[src/rtl/pc_sequencer_pkg.sv]
// Shared encodings for the PC sequencer: branch kinds, ARM condition codes, FSM states.
package pc_sequencer_pkg;

  typedef enum logic [2:0] {
    BK_NONE  = 3'd0,
    BK_B     = 3'd1,
    BK_BCOND = 3'd2,
    BK_BR    = 3'd3,
    BK_CBZ   = 3'd4,
    BK_CBNZ  = 3'd5,
    BK_RSV6  = 3'd6,
    BK_BL    = 3'd7
  } br_kind_e;

  typedef enum logic [3:0] {
    CC_EQ = 4'd0,  CC_NE = 4'd1,  CC_HS = 4'd2,  CC_LO = 4'd3,
    CC_MI = 4'd4,  CC_PL = 4'd5,  CC_VS = 4'd6,  CC_VC = 4'd7,
    CC_HI = 4'd8,  CC_LS = 4'd9,  CC_GE = 4'd10, CC_LT = 4'd11,
    CC_GT = 4'd12, CC_LE = 4'd13, CC_AL = 4'd14, CC_NV = 4'd15
  } cond_e;

  typedef enum logic [1:0] {
    ST_IDLE = 2'd0,
    ST_RUN  = 2'd1,
    ST_HALT = 2'd2
  } state_e;

endpackage

[src/rtl/pc_sequencer_cond_eval.sv]
// ARM condition-code evaluator: flags are packed {V,C,N,Z}.
module cond_eval
  import pc_sequencer_pkg::*;
(
  input  logic [3:0] cond,
  input  logic [3:0] flags,
  output logic       taken
);

  logic v, c, n, z;
  assign {v, c, n, z} = flags;

  always_comb begin
    taken = 1'b0;
    case (cond_e'(cond))
      CC_EQ: taken = z;
      CC_NE: taken = !z;
      CC_HS: taken = c;
      CC_LO: taken = !c;
      CC_MI: taken = n;
      CC_PL: taken = !n;
      CC_VS: taken = v;
      CC_VC: taken = !v;
      CC_HI: taken = c && !z;
      CC_LS: taken = !c || z;
      CC_GE: taken = (n == v);
      CC_LT: taken = (n != v);
      CC_GT: taken = !z && (n == v);
      CC_LE: taken = z || (n != v);
      CC_AL: taken = 1'b1;
      CC_NV: taken = 1'b1;
      default: taken = 1'b0;
    endcase
  end

endmodule

[src/rtl/pc_sequencer.sv]
// Program-counter sequencer (IDLE/RUN/HALT) with relative, conditional, register and
// compare-zero branches. Define PC_SEQUENCER_LINK_EN to add BL (kind 7) and link outputs.
module pc_sequencer
  import pc_sequencer_pkg::*;
#(
  parameter int unsigned ADDR_W = 7,
  parameter int unsigned OFF_W  = 26
) (
  input  logic              clk,
  input  logic              rst,
  input  logic              stall,
  input  logic [2:0]        br_kind,
  input  logic [3:0]        cond,
  input  logic [3:0]        flags,
  input  logic [OFF_W-1:0]  br_offset,
  input  logic [31:0]       reg_data,
  input  logic              instr_zero,
  output logic [ADDR_W-1:0] pc,
  output logic              pc_valid,
  output logic              flush,
`ifdef PC_SEQUENCER_LINK_EN
  output logic              halted,
  output logic              link_we,
  output logic [ADDR_W-1:0] link_addr
`else
  output logic              halted
`endif
);

  state_e            state_q, state_d;
  logic [ADDR_W-1:0] pc_q, pc_d;
  logic              flush_q, flush_d;

  br_kind_e          kind;
  logic              cond_taken;
  logic              redirect;
  logic              halt_req;
  logic [ADDR_W-1:0] off_a, pc_inc, target;

  cond_eval u_cond_eval (
    .cond  (cond),
    .flags (flags),
    .taken (cond_taken)
  );

  // Sized cast of a signed value sign-extends or truncates to the PC width.
  assign off_a  = ADDR_W'($signed(br_offset));
  assign pc_inc = pc_q + ADDR_W'(1);

  always_comb begin
    kind = br_kind_e'(br_kind);
`ifndef PC_SEQUENCER_LINK_EN
    if (kind == BK_BL) kind = BK_NONE;
`endif
    if (kind == BK_RSV6) kind = BK_NONE;

    redirect = 1'b0;
    target   = pc_q + off_a;
    case (kind)
      BK_B, BK_BL: redirect = 1'b1;
      BK_BCOND:    redirect = cond_taken;
      BK_BR: begin
        redirect = 1'b1;
        target   = reg_data[ADDR_W-1:0];
      end
      BK_CBZ:      redirect = (reg_data == '0);
      BK_CBNZ:     redirect = (reg_data != '0);
      default:     redirect = 1'b0;
    endcase

    halt_req = instr_zero || ((pc_q == '1) && (kind == BK_NONE));
  end

  always_comb begin
    state_d = state_q;
    pc_d    = pc_q;
    flush_d = 1'b0;
    case (state_q)
      ST_IDLE: state_d = ST_RUN;
      ST_RUN: begin
        if (!stall) begin
          // Halt wins over any branch presented on the same edge.
          if (halt_req) begin
            state_d = ST_HALT;
          end else begin
            pc_d    = redirect ? target : pc_inc;
            flush_d = redirect;
          end
        end
      end
      ST_HALT: state_d = ST_HALT;
      default: state_d = ST_IDLE;
    endcase
  end

  always_ff @(posedge clk or negedge rst) begin
    if (!rst) begin
      state_q <= ST_IDLE;
      pc_q    <= '0;
      flush_q <= 1'b0;
    end else begin
      state_q <= state_d;
      pc_q    <= pc_d;
      flush_q <= flush_d;
    end
  end

  assign pc       = pc_q;
  assign flush    = flush_q;
  assign pc_valid = (state_q == ST_RUN);
  assign halted   = (state_q == ST_HALT);

`ifdef PC_SEQUENCER_LINK_EN
  assign link_we   = (state_q == ST_RUN) && !stall && !halt_req && (kind == BK_BL);
  assign link_addr = pc_inc;
`endif

endmodule

[config.mk]
export PLATFORM = sky130hd
export DESIGN_NAME = pc_sequencer
export DESIGN_NICKNAME = d
export VERILOG_FILES = /design/src/rtl/pc_sequencer_pkg.sv /design/src/rtl/pc_sequencer_cond_eval.sv /design/src/rtl/pc_sequencer.sv
export SDC_FILE = /design/constraint.sdc
export NUM_CORES = 1
export LEC_CHECK = 0
export CAP_MARGIN = 20
export CORE_ASPECT_RATIO = 1.2
export CORE_UTILIZATION = 33
export DETAILED_ROUTE_END_ITERATION = 8
export PLACE_DENSITY = 0.84
export SLEW_MARGIN = 20
export SYNTH_ARGS = -nofsm -noshare
export SYNTH_HDL_FRONTEND = slang
export SYNTH_SLANG_ARGS = --single-unit
[constraint.sdc]
create_clock -name clk -period 2.11 [get_ports clk]
set_input_delay 0.211 -clock clk [delete_from_list [all_inputs] [get_ports clk]]
set_output_delay 0.211 -clock clk [all_outputs]
set_load 0.05 [all_outputs]
==> results of run 1 <==
## how the worst max path moves through the flow
stage / start / endpoint / slack, ns / cells after the start
after floorplan: pc[1] / pc[5] / -0.14 / 7
after global placement: reg_data[2] / pc[0] / -0.35 / 7
after detailed placement: reg_data[2] / pc[0] / -0.41 / 7
after CTS: pc[0] / pc[5] / -0.09 / 7
after global routing: pc[0] / pc[1] / -0.18 / 8
final: pc[0] / pc[1] / -0.14 / 8
## where the power goes
group	internal, uW	leakage (uW)	total, uW	switching [uW]
clock	132	0.0000228	215	82.1
combinational	539	0.000989	1170	631
sequential	253	0.000111	316	62.5
## Yosys cell counts, types with 2 or more instances
library cell   n  share of area
nor4_1         6          0.030
o21ai_0        7          0.028
a211oi_1       3          0.018
nor2b_1        7          0.034
nand3_1        4          0.016
a32oi_1        2          0.014
a21oi_1        8          0.031
nor2_1         4          0.012
clkbuf_1       4          0.012
or4_1          3          0.018
o211ai_1       7          0.041
inv_1          7          0.021
o32ai_1        2          0.014
a31oi_1        2         0.0098
o21ai_1        3          0.012
and3b_1        3          0.021
a21o_1         3          0.018
nand4_1        3          0.015
nand2_1       15          0.044
mux2i_1        4          0.031
xnor2_1        6          0.041
o21a_1         2          0.012
dfrtp_1       10           0.20
nor3b_1        3          0.018
nor3_1         6          0.024
ha_1          10          0.098
## logic make-up after synthesis
| logic type | count (synthesis) | share of synthesized area |
|---|---|---|
| mux | 6 | 0.0492 |
| xor+xnor | 6 | 0.0413 |
| simple gates | 60 | 0.270 |
| buf+inv | 12 | 0.0364 |
| compound gates | 52 | 0.292 |
| flops | 10 | 0.197 |
| fa+ha+maj | 11 | 0.114 |
## critical path, delay by kind of cell, from the launching register on
kind                     cells  cell delay (ns)
buffers and inverters        2             0.37
AND/OR/NAND/NOR              2             0.34
adder cells (fa/ha/maj)      1             0.18
AO/OA/AOI/OAI                3             0.81
flip-flops                   1             0.45
## registers in the layout (all words and copies together) (netlist names)
register,count
pc,7
flush,1
state_q,2
## cell type report
cell class              instances  share of cell area
multi-input cells             135               0.449
repair buffers                102               0.392
flip-flops and latches         10               0.103
well taps                      52              0.0266
clock buffers                   4              0.0184
inverters                       7              0.0108
## repair_timing
item | 4_1_cts | 5_1_grt
endpoints found under the setup margin | 8 | 7
buffers inserted | 1 | 3
gates resized for setup | 12 | 26
pin swaps | 6 | 9
## layer usage
metal	share of wire	wire, um	GRT usage	up-vias
li1	-	-	-	814
met1	0.39	1860	0.226	811
met2	0.54	2550	0.405	58
met3	0.049	233	0.0241	14
met4	0.017	80	0.0476	0
met5	0	0	0	-
## metrics by stage
| step | util | worst slack [ns] | power (uW) |
|---|---|---|---|
| floorplan | - | -0.138 | 966 |
| global placement | 0.608 | -0.348 | 1380 |
| detailed placement | 0.608 | -0.406 | 1410 |
| CTS | 0.634 | -0.0852 | 1630 |
| global route | 0.667 | -0.183 | 1820 |
| finish | 0.667 | -0.139 | 1700 |
==> metrics.md, run 1 <==
| Metric | Value |
|---|---|
| Final Instance Area | 2440 um2 |
| Setup_tns | -0.344 ns |
| PwrDens | 696 nW/um2 |
| Drt wl/cell | 15.2 um |
| Max Clk Rate | 445 MHz |
| Port buffer count | 63 |
| First-iteration detailed-routing DRC count | 73 |
| First-pass DRT Iterations | 4 |
| Ys flop type | dfrtp_1 |
| Hold WC Path Type | input pin to asynchronous set/reset pin |
| Total track usage | 0.206 |
| Syn Inst Count | 157 |
| N_diodes | 0 |
| Worst-Margin Slew | 0.524 ns |
| Post-route ant nets | 0 |
| Most frequent cells in the layout | clkdlybuf4s50_1 (45), buf_4 (39), nand2_1 (15), dlymetal6s2s_1 (15) |
| Worst reg-to-reg setup slack | -0.14 ns |
| Vias in the first global route | 1617 |
| Die Ht | 70.0 um |
| RSZ-0062 raised after global routing | yes |
| Yosys warns | 0 |
| Final-stage net count | 343 |
| GP Congestion | 0.824 |
| Worst path most repeated cell | buf_4 |
| Layout cells sized above 1 | 0.264 |
| Total CTS buffers | 3 |
| Cts hold-fix bufs | 0 |
| Capture point of the worst reg-to-reg path | pc[1] |
| First-pass GRT wire length | 6730 um |
| Storage cell area | 253 um2 |
| Minimum clock period | 2.25 ns |
| Worst R2R Start | pc[0] |
| Row cnt | 24 |
| Synth Area per Inst | 8.10 um2 |
| Register area share after synthesis | 0.197 |
| CTS max path bufs | 2 |
| Inst Count DP | 302 |
| # DRC | 0 |
| Avg Vias per Cell | 5.47 |
| Slew Viols, Final | 0 |
| CP max-delay cell | a311oi_2 |
| Static Leak | 0.00112 uW |
| Synth unique cells | 49 |
| Remaining global-route overflow | 0 |
| Syn Std Cell Area | 1270 um2 |
| Initial antenna violation count | 0 |
| Final Hold Viols | 0 |
| Mapped Nets | 241 |
| Async SR Flop Fraction | 1.00 |
| Crit-path max cell delay | 0.47 ns |
| Largest net degree at the start of global routing | 12 |
| Detailed placement HPWL | 3250 um |
| Area growth syn-to-layout | 91.9% |
| Die X | 58.7 um |
| Final setup vio count | 5 |
| Total die area | 4110 um2 |
| Slew margin rel. | 0.650 |
| H-tree levels | 1 |
| CTS root buf | clkbuf_8 |
| Vias post-DR | 1697 |
| R2R depth | 8 |
| Area of the multi-input gates | 1100 um2 |
| Post-synth EDFFs | 0 |
| Crit path launch type | flip-flop |
| Commonest non-fill, non-tap cell in the layout | clkdlybuf4s50_1 |
| Initial core utilization | 0.347 |
| Run status | finished with violations |
| CTS tree | built |
| Skew final | 0.0165 ns |
| Finished Layout Cells | 310 |
| Core Footprint | 3660 um2 |
| Worst endpoint required time | 2.25 ns |
| Setup slack after layout | -0.139 ns |
| Seq cells post-synth | 10 |
| IO Pins | 83 |
| Peak supply drop | 589 uV |
| Fill count | 289 |
| Worst skew pair latency | 0.24 ns |
| Cell Chain, Critical Path | ha_4 > and4_4 > and2_4 > buf_4 > a311oi_2 > buf_4 > o211ai_1 > o221ai_1 |
| Final wirelength | 4720 um |
| Placed cell areas | 2230 um2 |
| Final hold slack | 0.313 ns |
| Maximum net fanout on the critical path | 5 |
| Setup CP Type | flip-flop to flip-flop |
| Clock sink count | 10 |
| Violated checks | setup timing |
| CP Data Arrival Time | 2.39 ns |
| Max-Cap Viols | 0 |
| Clk pin slew, worst setup/hold paths | 0.06 ns |
| Final Cycle Share | 1.07 |
| CP endpoint kind | flip-flop |
Power figures use the tool's default switching activity.
==> run 2: changes to the inputs <==
- CORE_UTILIZATION: 33 -> 39
- PLACE_DENSITY: 0.84 -> 0.93
- clock period: 2.11 -> 2.65 ns (I/O delays scaled with it)
==> run 2 against run 1 <==
- the run now ends clean
- setup slack better by 0.39 ns
- clock power down 33%
- sequential share of layout area up 2.2 points
==> metrics.md, run 2 (synthesis gave the netlist of run 1 again) <==
| Metric | Value |
|---|---|
| Run status | complete, no violations |
| Die X | 54.1 um (-7.7%) |
| CP max-delay cell | or4_1 |
| Core Footprint | 3080 um2 (-16%) |
| Layout cells sized above 1 | 0.0673 (-0.196) |
| H-tree levels | 1 (unchanged) |
| Setup_tns | 0 ns (+0.344 ns) |
| GP Congestion | 0.781 (-5.2%) |
| Largest register FFs | 7 (unchanged) |
| Cell Chain, Critical Path | ha_1 > and4_4 > and2_4 > a311o_1 > or4_1 > a211o_1 > o211ai_2 |
| Pre-CTS setup slack | 0.0417 ns (+0.448 ns) |
| Finished Layout Cells | 259 (-16%) |
| CTS root buf | clkbuf_4 |
| Avg Vias per Cell | 5.76 (+5.2%) |
| Largest net degree at the start of global routing | 12 (unchanged) |
| Total die area | 3500 um2 (-15%) |
| # DRC | 0 (unchanged) |
| Placed cell areas | 1960 um2 (-12%) |
| Slew Viols, Final | 0 (unchanged) |
| Vias in the first global route | 1397 (-14%) |
| CTS tree | built |
| Post-CTS Setup Repair Bufs | 0 (-1) |
| Initial core utilization | 0.413 (+0.0654) |
| Final hold slack | 0.300 ns (-0.0123 ns) |
| Final wirelength | 3500 um (-26%) |
| Clock sink count | 10 (unchanged) |
| Crit path launch type | flip-flop |
| Skew final | 0.00818 ns (-0.00830 ns) |
| Worst endpoint required time | 2.85 ns (+0.60 ns) |
| Detailed placement HPWL | 2850 um (-12%) |
| First-pass GRT wire length | 5700 um (-15%) |
| Static Leak | 0.000772 uW (-31%) |
| Maximum net fanout on the critical path | 6 (+1) |
| Worst reg-to-reg setup slack | 0.26 ns (+0.39 ns) |
| Post-CTS sizing | 0 (-12) |
| Vias post-DR | 1492 (-12%) |
| Die Ht | 64.6 um (-7.8%) |
| CTS max path bufs | 2 (unchanged) |
| Setup slack after layout | 0.255 ns (+0.395 ns) |
| IO Pins | 83 (unchanged) |
| Total track usage | 0.217 (+0.0106) |
| Capture point of the worst reg-to-reg path | pc[5] |
| Max Clk Rate | 418 MHz (-6.1%) |
| Final Hold Viols | 0 (unchanged) |
| Worst R2R Start | pc[0] |
| Inst Count DP | 255 (-16%) |
| RSZ-0062 raised after global routing | no |
| CP Data Arrival Time | 2.59 ns (+0.20 ns) |
| PwrDens | 574 nW/um2 (-18%) |
| Post-route ant nets | 0 (unchanged) |
| Setup CP Type | flip-flop to flip-flop |
| Final-stage net count | 308 (-10%) |
| Peak supply drop | 379 uV (-36%) |
| Minimum clock period | 2.39 ns (+0.145 ns) |
| Clk pin slew, worst setup/hold paths | 0.07 ns (about the same) |
| First-pass DRT Iterations | 4 (unchanged) |
| Remaining global-route overflow | 0 (unchanged) |
| Final setup vio count | 0 (-5) |
| Crit path from | pc[0] |
| Cts hold-fix bufs | 0 (unchanged) |
| Crit-path max cell delay | 0.47 ns (about the same) |
| CP endpoint kind | flip-flop |
| Drt wl/cell | 13.5 um (-11%) |
| Port buffer count | 63 (unchanged) |
| Worst skew pair latency | 0.28 ns (+0.04 ns) |
| Area growth syn-to-layout | 56.7% |
| Final Cycle Share | 0.904 (-0.162) |
| Max-Cap Viols | 0 (unchanged) |
| Worst-Margin Slew | 0.601 ns (+0.0773 ns) |
| N_diodes | 0 (unchanged) |
| Initial antenna violation count | 0 (unchanged) |
| Final Instance Area | 1990 um2 (-18%) |
| Row cnt | 22 (-8.3%) |
| Commonest non-fill, non-tap cell in the layout | clkdlybuf4s50_1 |
| Total CTS buffers | 3 (unchanged) |
| Most frequent cells in the layout | clkdlybuf4s50_1 (63), nand2_1 (15), ha_1 (10), dfrtp_1 (10), a21oi_1 (8) |
| Slew margin rel. | 0.599 (-0.0504) |
| First-iteration detailed-routing DRC count | 29 (-60%) |
| Hold WC Path Type | input pin to asynchronous set/reset pin |
| R2R depth | 7 (-1) |
## run 2: cell types whose count changed in the layout (fill, tap and decap cells not counted), sizes merged
| cell | before | now |
|---|---|---|
| buf | 39 | 4 |
| clkdlybuf4s50 | 45 | 63 |
| dlygate4sd2 | 3 | 0 |
| dlymetal6s2s | 15 | 0 |
## run 2: worst max path at each step
stage	end	slack, ns	cells past startpoint
after global placement	pc[0]	0.1	7
after floorplan	pc[5]	0.15	7
after global routing	pc[5]	0.21	7
after CTS	pc[5]	0.27	7
after detailed placement	pc[0]	0.04	7
final	pc[5]	0.26	7
## run 2: layout make-up
cell class | count | area (um2)
fillers | 277 | 1090
inverters | 7 | 26.3
clock buffers | 4 | 36.3
well taps | 36 | 45.0
repair buffers | 67 | 661
flip-flops and latches | 10 | 250
multi-input cells | 135 | 976
## run 2: worst max-delay path: cells and delay by family, from the launching register on
kind / cells / cell delay (ns)
simple gates: 3 / 0.84
flops: 1 / 0.46
compound gates: 3 / 0.74
fa+ha+maj: 1 / 0.28
## run 2: routing by layer
| layer | wire length, um | track usage |
|---|---|---|
| met1 | 1430 | 0.253 |
| met4 | 42 | 0.0801 |
| met5 | 0 | 0 |
| met2 | 1870 | 0.398 |
| met3 | 153 | 0.00704 |
## run 2: power by group
part | internal (uW) | total (uW) | switching (uW)
Clock | 83.6 | 143 | 59.4
Sequential | 198 | 259 | 61.1
Combinational | 326 | 743 | 417
## run 2: through the flow
stage                     total power [uW]   util
final                                 1140  0.647
after global routing                  1230  0.647
after CTS                             1150  0.647
after detailed placement              1000  0.635
after global placement                 984  0.635
after floorplan                        750      -
